===== config.mk =====
export PLATFORM = sky130hd
export DESIGN_NAME = arb8_sched
export DESIGN_NICKNAME = d
export VERILOG_FILES = /design/src/rtl/arb8_pkg.sv /design/src/rtl/pri_enc8.sv /design/src/rtl/arb8_sched.sv
export SDC_FILE = /design/constraint.sdc
export NUM_CORES = 1
export LEC_CHECK = 0
export CAP_MARGIN = 20
export CORE_ASPECT_RATIO = 0.9
export CORE_UTILIZATION = 43
export CTS_CLUSTER_SIZE = 14
export DETAILED_ROUTE_END_ITERATION = 16
export PLACE_DENSITY = 0.7
export SYNTH_ARGS = -nofsm -noshare
export SYNTH_HDL_FRONTEND = slang
export SYNTH_SLANG_ARGS = --single-unit
export TNS_END_PERCENT = 1

===== constraint.sdc =====
create_clock -name clk -period 2.9 [get_ports clk]
set_input_delay 0.435 -clock clk [delete_from_list [all_inputs] [get_ports clk]]
set_output_delay 0.435 -clock clk [all_outputs]
set_load 0.05 [all_outputs]

===== src/rtl/arb8_pkg.sv =====
// Shared types, constants and helpers for the eight-requester arbitration scheduler.
package arb8_pkg;

    typedef enum logic {
        IDLE  = 1'b0,
        GRANT = 1'b1
    } state_t;

    localparam int N_REQ = 8;
    localparam int IDX_W = 3;

    // Rotate an 8-bit vector right by s positions: bit j of the result is v[(j+s) mod 8].
    function automatic logic [N_REQ-1:0] rot_right8(
        input logic [N_REQ-1:0] v,
        input logic [IDX_W-1:0] s
    );
        logic [2*N_REQ-1:0] dbl_s;
        dbl_s = {v, v} >> s;
        return dbl_s[N_REQ-1:0];
    endfunction

endpackage


===== src/rtl/pri_enc8.sv =====
// Combinational 8-to-3 priority encoder: reports the highest set index and whether any bit is set.
module pri_enc8
    import arb8_pkg::*;
(
    input  logic [N_REQ-1:0] vec,
    output logic [IDX_W-1:0] idx,
    output logic             any
);

    // Later (higher) indices overwrite earlier ones, so the highest set bit wins.
    always_comb begin
        idx = {IDX_W{1'b0}};
        for (int i = 0; i < N_REQ; i++) begin
            idx = vec[i] ? IDX_W'(i) : idx;
        end
    end

    assign any = |vec;

endmodule


===== src/rtl/arb8_sched.sv =====
// Eight-requester scheduler: fixed-priority or round-robin arbitration with a bounded hold time.
module arb8_sched
    import arb8_pkg::*;
#(
    parameter int MAX_HOLD = 16
) (
    input  logic             clk,
    input  logic             rst,
    input  logic [N_REQ-1:0] req,
    input  logic             rr_en,
    output logic [N_REQ-1:0] gnt,
    output logic [IDX_W-1:0] gnt_idx,
    output logic             gnt_valid,
    output logic             timeout
);

    localparam logic [7:0] MAX_HOLD_C = 8'(MAX_HOLD);

    state_t           state_r;
    state_t           state_nxt_s;
    logic [IDX_W-1:0] last_r;
    logic [IDX_W-1:0] last_nxt_s;
    logic [7:0]       hold_cnt_r;
    logic [7:0]       hold_nxt_s;
    logic             mode_r;
    logic             mode_nxt_s;
    logic [N_REQ-1:0] gnt_nxt_s;
    logic [IDX_W-1:0] idx_nxt_s;
    logic             valid_nxt_s;
    logic             timeout_nxt_s;

    logic [IDX_W-1:0] rot_amt_s;
    logic [N_REQ-1:0] enc_in_s;
    logic [IDX_W-1:0] enc_idx_s;
    logic             enc_any_s;
    logic [IDX_W-1:0] win_idx_s;
    logic             owner_req_s;
    logic             at_max_s;

    // A zero rotation makes round-robin degenerate to fixed priority, so one encoder serves both.
    assign rot_amt_s   = rr_en ? last_r : 3'd0;
    assign enc_in_s    = rot_right8(req, rot_amt_s);
    assign win_idx_s   = enc_idx_s + rot_amt_s;
    assign owner_req_s = req[gnt_idx];
    assign at_max_s    = (hold_cnt_r == MAX_HOLD_C);

    pri_enc8 u_enc (
        .vec (enc_in_s),
        .idx (enc_idx_s),
        .any (enc_any_s)
    );

    // State register.
    always_ff @(posedge clk) begin
        if (rst) begin
            state_r <= IDLE;
        end else begin
            state_r <= state_nxt_s;
        end
    end

    // Next-state decision: arbitrate from IDLE, leave GRANT on release or hold expiry.
    always_comb begin
        state_nxt_s = state_r;
        case (state_r)
            IDLE: begin
                if (enc_any_s) begin
                    state_nxt_s = GRANT;
                end else begin
                    state_nxt_s = IDLE;
                end
            end
            GRANT: begin
                if (!owner_req_s || at_max_s) begin
                    state_nxt_s = IDLE;
                end else begin
                    state_nxt_s = GRANT;
                end
            end
            default: state_nxt_s = IDLE;
        endcase
    end

    // Next values of the registered outputs, hold counter, last owner and latched mode.
    always_comb begin
        gnt_nxt_s     = gnt;
        idx_nxt_s     = gnt_idx;
        valid_nxt_s   = gnt_valid;
        timeout_nxt_s = 1'b0;
        last_nxt_s    = last_r;
        hold_nxt_s    = hold_cnt_r;
        mode_nxt_s    = mode_r;
        case (state_r)
            IDLE: begin
                if (enc_any_s) begin
                    gnt_nxt_s   = 8'b0000_0001 << win_idx_s;
                    idx_nxt_s   = win_idx_s;
                    valid_nxt_s = 1'b1;
                    hold_nxt_s  = 8'd1;
                    mode_nxt_s  = rr_en;
                end else begin
                    gnt_nxt_s   = 8'b0000_0000;
                    idx_nxt_s   = 3'd0;
                    valid_nxt_s = 1'b0;
                    hold_nxt_s  = 8'd0;
                end
            end
            GRANT: begin
                // Release outranks expiry, so a simultaneous drop never pulses timeout.
                if (!owner_req_s) begin
                    gnt_nxt_s   = 8'b0000_0000;
                    idx_nxt_s   = 3'd0;
                    valid_nxt_s = 1'b0;
                    hold_nxt_s  = 8'd0;
                    if (mode_r) begin
                        last_nxt_s = gnt_idx;
                    end else begin
                        last_nxt_s = last_r;
                    end
                end else if (at_max_s) begin
                    gnt_nxt_s     = 8'b0000_0000;
                    idx_nxt_s     = 3'd0;
                    valid_nxt_s   = 1'b0;
                    hold_nxt_s    = 8'd0;
                    timeout_nxt_s = 1'b1;
                    last_nxt_s    = gnt_idx;
                end else if (hold_cnt_r < MAX_HOLD_C) begin
                    hold_nxt_s = hold_cnt_r + 8'd1;
                end else begin
                    hold_nxt_s = hold_cnt_r;
                end
            end
            default: begin
                gnt_nxt_s   = 8'b0000_0000;
                idx_nxt_s   = 3'd0;
                valid_nxt_s = 1'b0;
                hold_nxt_s  = 8'd0;
            end
        endcase
    end

    // Output and bookkeeping registers.
    always_ff @(posedge clk) begin
        if (rst) begin
            gnt        <= 8'b0000_0000;
            gnt_idx    <= 3'd0;
            gnt_valid  <= 1'b0;
            timeout    <= 1'b0;
            last_r     <= 3'd0;
            hold_cnt_r <= 8'd0;
            mode_r     <= 1'b0;
        end else begin
            gnt        <= gnt_nxt_s;
            gnt_idx    <= idx_nxt_s;
            gnt_valid  <= valid_nxt_s;
            timeout    <= timeout_nxt_s;
            last_r     <= last_nxt_s;
            hold_cnt_r <= hold_nxt_s;
            mode_r     <= mode_nxt_s;
        end
    end

endmodule


==> results <==
- The critical path contains buffers and inverters numbering 2 combined.
- The critical path crosses 12 cells after its start point.
- The clock net in this run drives a total of 26 sinks.
- Summed over all layers, the global routing overflow is 0.
- During synthesis, Yosys emitted a total of 0 warnings.
- The worst slew margin relative to its limit is 46.5%.
- Of the available clock period, the critical path in the final layout requires 106%.
- The first global-routing pass estimated 8120 um of wire.
- The number of H-tree levels is 1.
- Across the routed clock network, the largest skew measured is 0.00839 ns.
- After filler insertion, the fill cell instance count of the layout stands at 316.
- In this run, synthesis inferred 0 flip-flops with an integrated enable.
- Setup repair after global routing could not meet its margin everywhere.
- After the last flow step, the layout net total stands at 290.
- Clock-pin slew was measured on the worst setup and hold paths at 0.09 ns.
- Detailed routing placed a total of 300 um of wire on met3.
- The final route contains 1837 vias.
- The data arrival time of the critical path is 3.26 ns.
- The reported leakage power is 1.01 nW.
- The via-per-instance ratio is 5.74.
- Of the post-synthesis cell area, the dominant cell type holds 29.6%.
- Pin placement for this block handled 24 I/O pins.
- The number of remaining DRC errors is 0.
- The pin count of the biggest net entering global routing is 21.
- Summed over all nets, the half-perimeter wirelength after detailed placement is 3730 um.
- The number of placement rows is 21.
- In this run, CTS created clock tree buffers numbering 3.
- The worst hold path was traced through 2 stages.
- The fraction of final layout cells with drive strength greater than 1 is 31.0%.
- Synthesis produced a netlist whose cell count is 206.
- The total wire length is 4900 um.
- The clock root buffer master is sky130_fd_sc_hd__clkbuf_8.
- The highest clock rate is 326 MHz.
- Traced cell by cell, the critical path runs through dlygate4sd2_1 -> and3b_1 -> a22oi_1 -> o2111ai_1 -> a21boi_0 -> o21ai_1 -> ha_2 -> inv_1 -> fa_2 -> xnor2_4 -> or3b_4 -> a221oi_2.
- VDD sags by at most 0.000271 V.
- The cell depth of the worst flop-to-flop path is 13.
- The final sum of negative setup slack is -0.854 ns.
- Dividing total power by cell area gives a power density of 403 nW/um^2.
- The final max-slew violation count is 0.
- In this run the worst hold path is classified as reg -> reg.
- The detail-routed net length per standard cell is 15.3 um.
- The detailed route wirelength on metal2 is 2140 um.
- Synthesis produced a netlist with a net count of 221.
- The kind of cell adding the most delay to the critical path is compound AO/OA/AOI/OAI gates.
- Sorting the synthesized cells by how often they occur yields 30 x sky130_fd_sc_hd__nand2_1, 26 x sky130_fd_sc_hd__dfxtp_1, 19 x sky130_fd_sc_hd__nor2_1.
- The top layer reached by signal wires is met4.
- For this run, asynchronously set or reset flops after synthesis account for 0%.
- The type of the worst setup path is in -> reg.
- Synthesis instantiated 48 different standard cells from the library.
- The synthesized design spends more area on one cell type than any other, namely sky130_fd_sc_hd__dfxtp_1.
- The clock latency of the later-clocked register in the worst-skew pair is 0.27 ns.
- The number of antenna violations at the first check in global routing is 0.
- The maximum clock insertion buffer count is 2.
- Among all flip-flop cells after synthesis, the most frequent one is sky130_fd_sc_hd__dfxtp_1.
- Once routing completed, OpenROAD measured the worst setup slack at -0.163 ns.
- The final worst hold slack is 0.451 ns.
- After synthesis, the cell types taking the most area are sky130_fd_sc_hd__dfxtp_1 30%, sky130_fd_sc_hd__nand2_1 6.4%, sky130_fd_sc_hd__mux2i_1 5.7%.
- The total area inside the core boundary comes to 3810 um^2.
- The final hold violation count is 0.
- In this run the remaining antenna-violating nets after routing total 0.
- The floorplan step set the die height to 62.7 um.
- The die outline area is 4350 um^2.
- In this run, synthesis produced a sequential element count of 26.
- The run finished, with violations left.
- For this configuration, the core starts out at a cell density of 46.2%.
- The kind of start point of the critical path is an input port.
- Of all nets on the critical path, the largest fanout is 6.
- The most common cell in the synthesized netlist is sky130_fd_sc_hd__nand2_1.
- The overall fraction of global-route tracks in use is 23.3%.
- Across all register-to-register paths, the minimum setup slack is -0.15 ns.
- Setup violations remaining at the end of the flow were counted as 9.
- The count of TritonRoute iterations in the first routing pass is 5.
- In this run the cell area of the synthesized design comes to 1760 um^2.
- The maximum single-stage delay on the critical path is 0.42 ns.
- The post-synthesis to final-layout area growth is 44.3%.
- The shortest clock period the worst path allows after layout is 3.06 ns.
- The sum of routed wire segments on met1 is 2430 um.
- The final reports fail on setup timing.
- Among all stages on the critical path, the largest delay is contributed by sky130_fd_sc_hd__or3b_4.
- The data required time at the worst endpoint is 3.09 ns.
- The synthesized area divided by synthesized cell count is 8.55 um^2.
- The congestion estimate from routability-driven global placement came to 0.945.
- The type of destination of the critical path is a flop.
- The number of diodes added for antenna fixing is 0.
- Sequential elements use 29.6% of the synthesized area.
- For the pin with the worst max-slew slack, the measured transition is 0.796 ns.
- The number of global-route vias before repair came to 1732.
- The hold buffer count at cts is 0.
- The overall die width is 69.4 um.
- The DRC violation total after the first TritonRoute iteration is 101.
- The quantity of I/O buffers inserted on ports is 23.
- The number of violations of the max-capacitance limit is 0.
- The CTS tree is built.
==> worst paths after layout <==
kind                  to      start
setup / recovery  gnt[4]      rr_en
setup reg to reg  gnt[4]  last_r[0]
hold / removal    gnt[3]     gnt[3]
hold reg to reg   gnt[3]     gnt[3]
==> per-layer routing <==
| layer | vias to the layer above | track usage, % |
|---|---|---|
| met5 | - | 0 |
| met2 | 74 | 35.0 |
| met4 | 0 | 3.57 |
| met1 | 855 | 34.0 |
| li1 | 902 | - |
| met3 | 6 | 6.29 |
==> cells by family (layout without fill, tap and decap cells) <==
family	after synthesis	count (layout)	synth area share [%]
AO/OA/AOI/OAI	53	53	22.2
XOR/XNOR	3	3	1.49
AND/OR/NAND/NOR	88	88	26.1
buffers and inverters	17	85	6.18
multiplexers	15	15	11.2
flip-flops	26	26	29.6
adder cells (fa/ha/maj)	4	4	3.27
==> power by group <==
group / leakage [nW] / total [mW] / internal, mW / switching (mW)
clock: 0.0288 / 0.230 / 0.121 / 0.109
combinational: 0.765 / 0.376 / 0.173 / 0.203
sequential: 0.212 / 0.418 / 0.383 / 0.0349
total: 1.01 / 1.02 / 0.677 / 0.347
==> metrics by stage <==
stage               instance area, um^2  util [%]  std cells  setup slack (ns)  power [mW]
floorplan                          1770         -        206            -0.130       0.623
global placement                   2350      61.7        313            -0.527       0.777
detailed placement                 2350      61.7        313            -0.585       0.777
CTS                                2490      65.5        320            -0.191        1.02
global route                       2540      66.7        320            -0.260        1.08
finish                             2540      66.7        320            -0.163        1.02
==> sequential cells by signal, summed over array words and instances, names as in the netlist <==
register / count
state_r: 1
hold_cnt_r: 8
timeout: 1
gnt: 8
last_r: 3
gnt_valid: 1
gnt_idx: 3
mode_r: 1
==> worst min-delay path, stage by stage, from the launching register on <==
cell and delay (ns):
sky130_fd_sc_hd__dfxtp_1 0.32, sky130_fd_sc_hd__nand2_1 0.05, sky130_fd_sc_hd__o21ai_1 0.05
==> cell type report <==
class / count / area, um^2 / area share, %
inverter: 6 / 22.5 / 0.887
multi-input combinational: 163 / 1250 / 49.2
tap: 46 / 57.6 / 2.27
timing repair buffer: 75 / 633 / 24.9
sequential: 26 / 522 / 20.5
clock buffer: 4 / 55.1 / 2.17
==> placed cells by master, fill, tap and decap left out, types with 2 or more instances in the layout <==
cell type and instances:
sky130_fd_sc_hd__buf_4 48, sky130_fd_sc_hd__nand2_1 30, sky130_fd_sc_hd__dfxtp_1 25, sky130_fd_sc_hd__nor2_1 19, sky130_fd_sc_hd__clkdlybuf4s50_1 14, sky130_fd_sc_hd__dlygate4sd2_1 9, sky130_fd_sc_hd__o21ai_0 8, sky130_fd_sc_hd__inv_1 6
sky130_fd_sc_hd__and3b_1 6, sky130_fd_sc_hd__o21ai_1 6, sky130_fd_sc_hd__and2_1 6, sky130_fd_sc_hd__mux2i_2 5, sky130_fd_sc_hd__a21oi_1 5, sky130_fd_sc_hd__mux2i_1 4, sky130_fd_sc_hd__nand4_1 4, sky130_fd_sc_hd__nand2b_1 4
sky130_fd_sc_hd__nand3_1 4, sky130_fd_sc_hd__clkbuf_8 4, sky130_fd_sc_hd__o22ai_1 3, sky130_fd_sc_hd__o2111ai_2 3, sky130_fd_sc_hd__a21boi_0 3, sky130_fd_sc_hd__and4_1 3, sky130_fd_sc_hd__buf_6 3, sky130_fd_sc_hd__o2bb2ai_1 2
sky130_fd_sc_hd__a22o_1 2, sky130_fd_sc_hd__a211o_1 2, sky130_fd_sc_hd__mux2i_4 2, sky130_fd_sc_hd__a22oi_1 2, sky130_fd_sc_hd__a41oi_2 2, sky130_fd_sc_hd__mux4_2 2, sky130_fd_sc_hd__nor3b_1 2, sky130_fd_sc_hd__nor2b_1 2
sky130_fd_sc_hd__o31ai_2 2, sky130_fd_sc_hd__nor4_1 2, sky130_fd_sc_hd__a32oi_1 2, sky130_fd_sc_hd__a221oi_1 2, sky130_fd_sc_hd__xor2_1 2, sky130_fd_sc_hd__ha_1 2
==> repair_timing <==
item / CTS / global route
pin swaps: 10 / 9
buffers inserted: 3 / 0
gates resized for setup: 26 / 13
hold endpoints to repair: 0 / 0
setup endpoints to repair: 10 / 10
No activity file was read; power rests on OpenSTA's default activity.
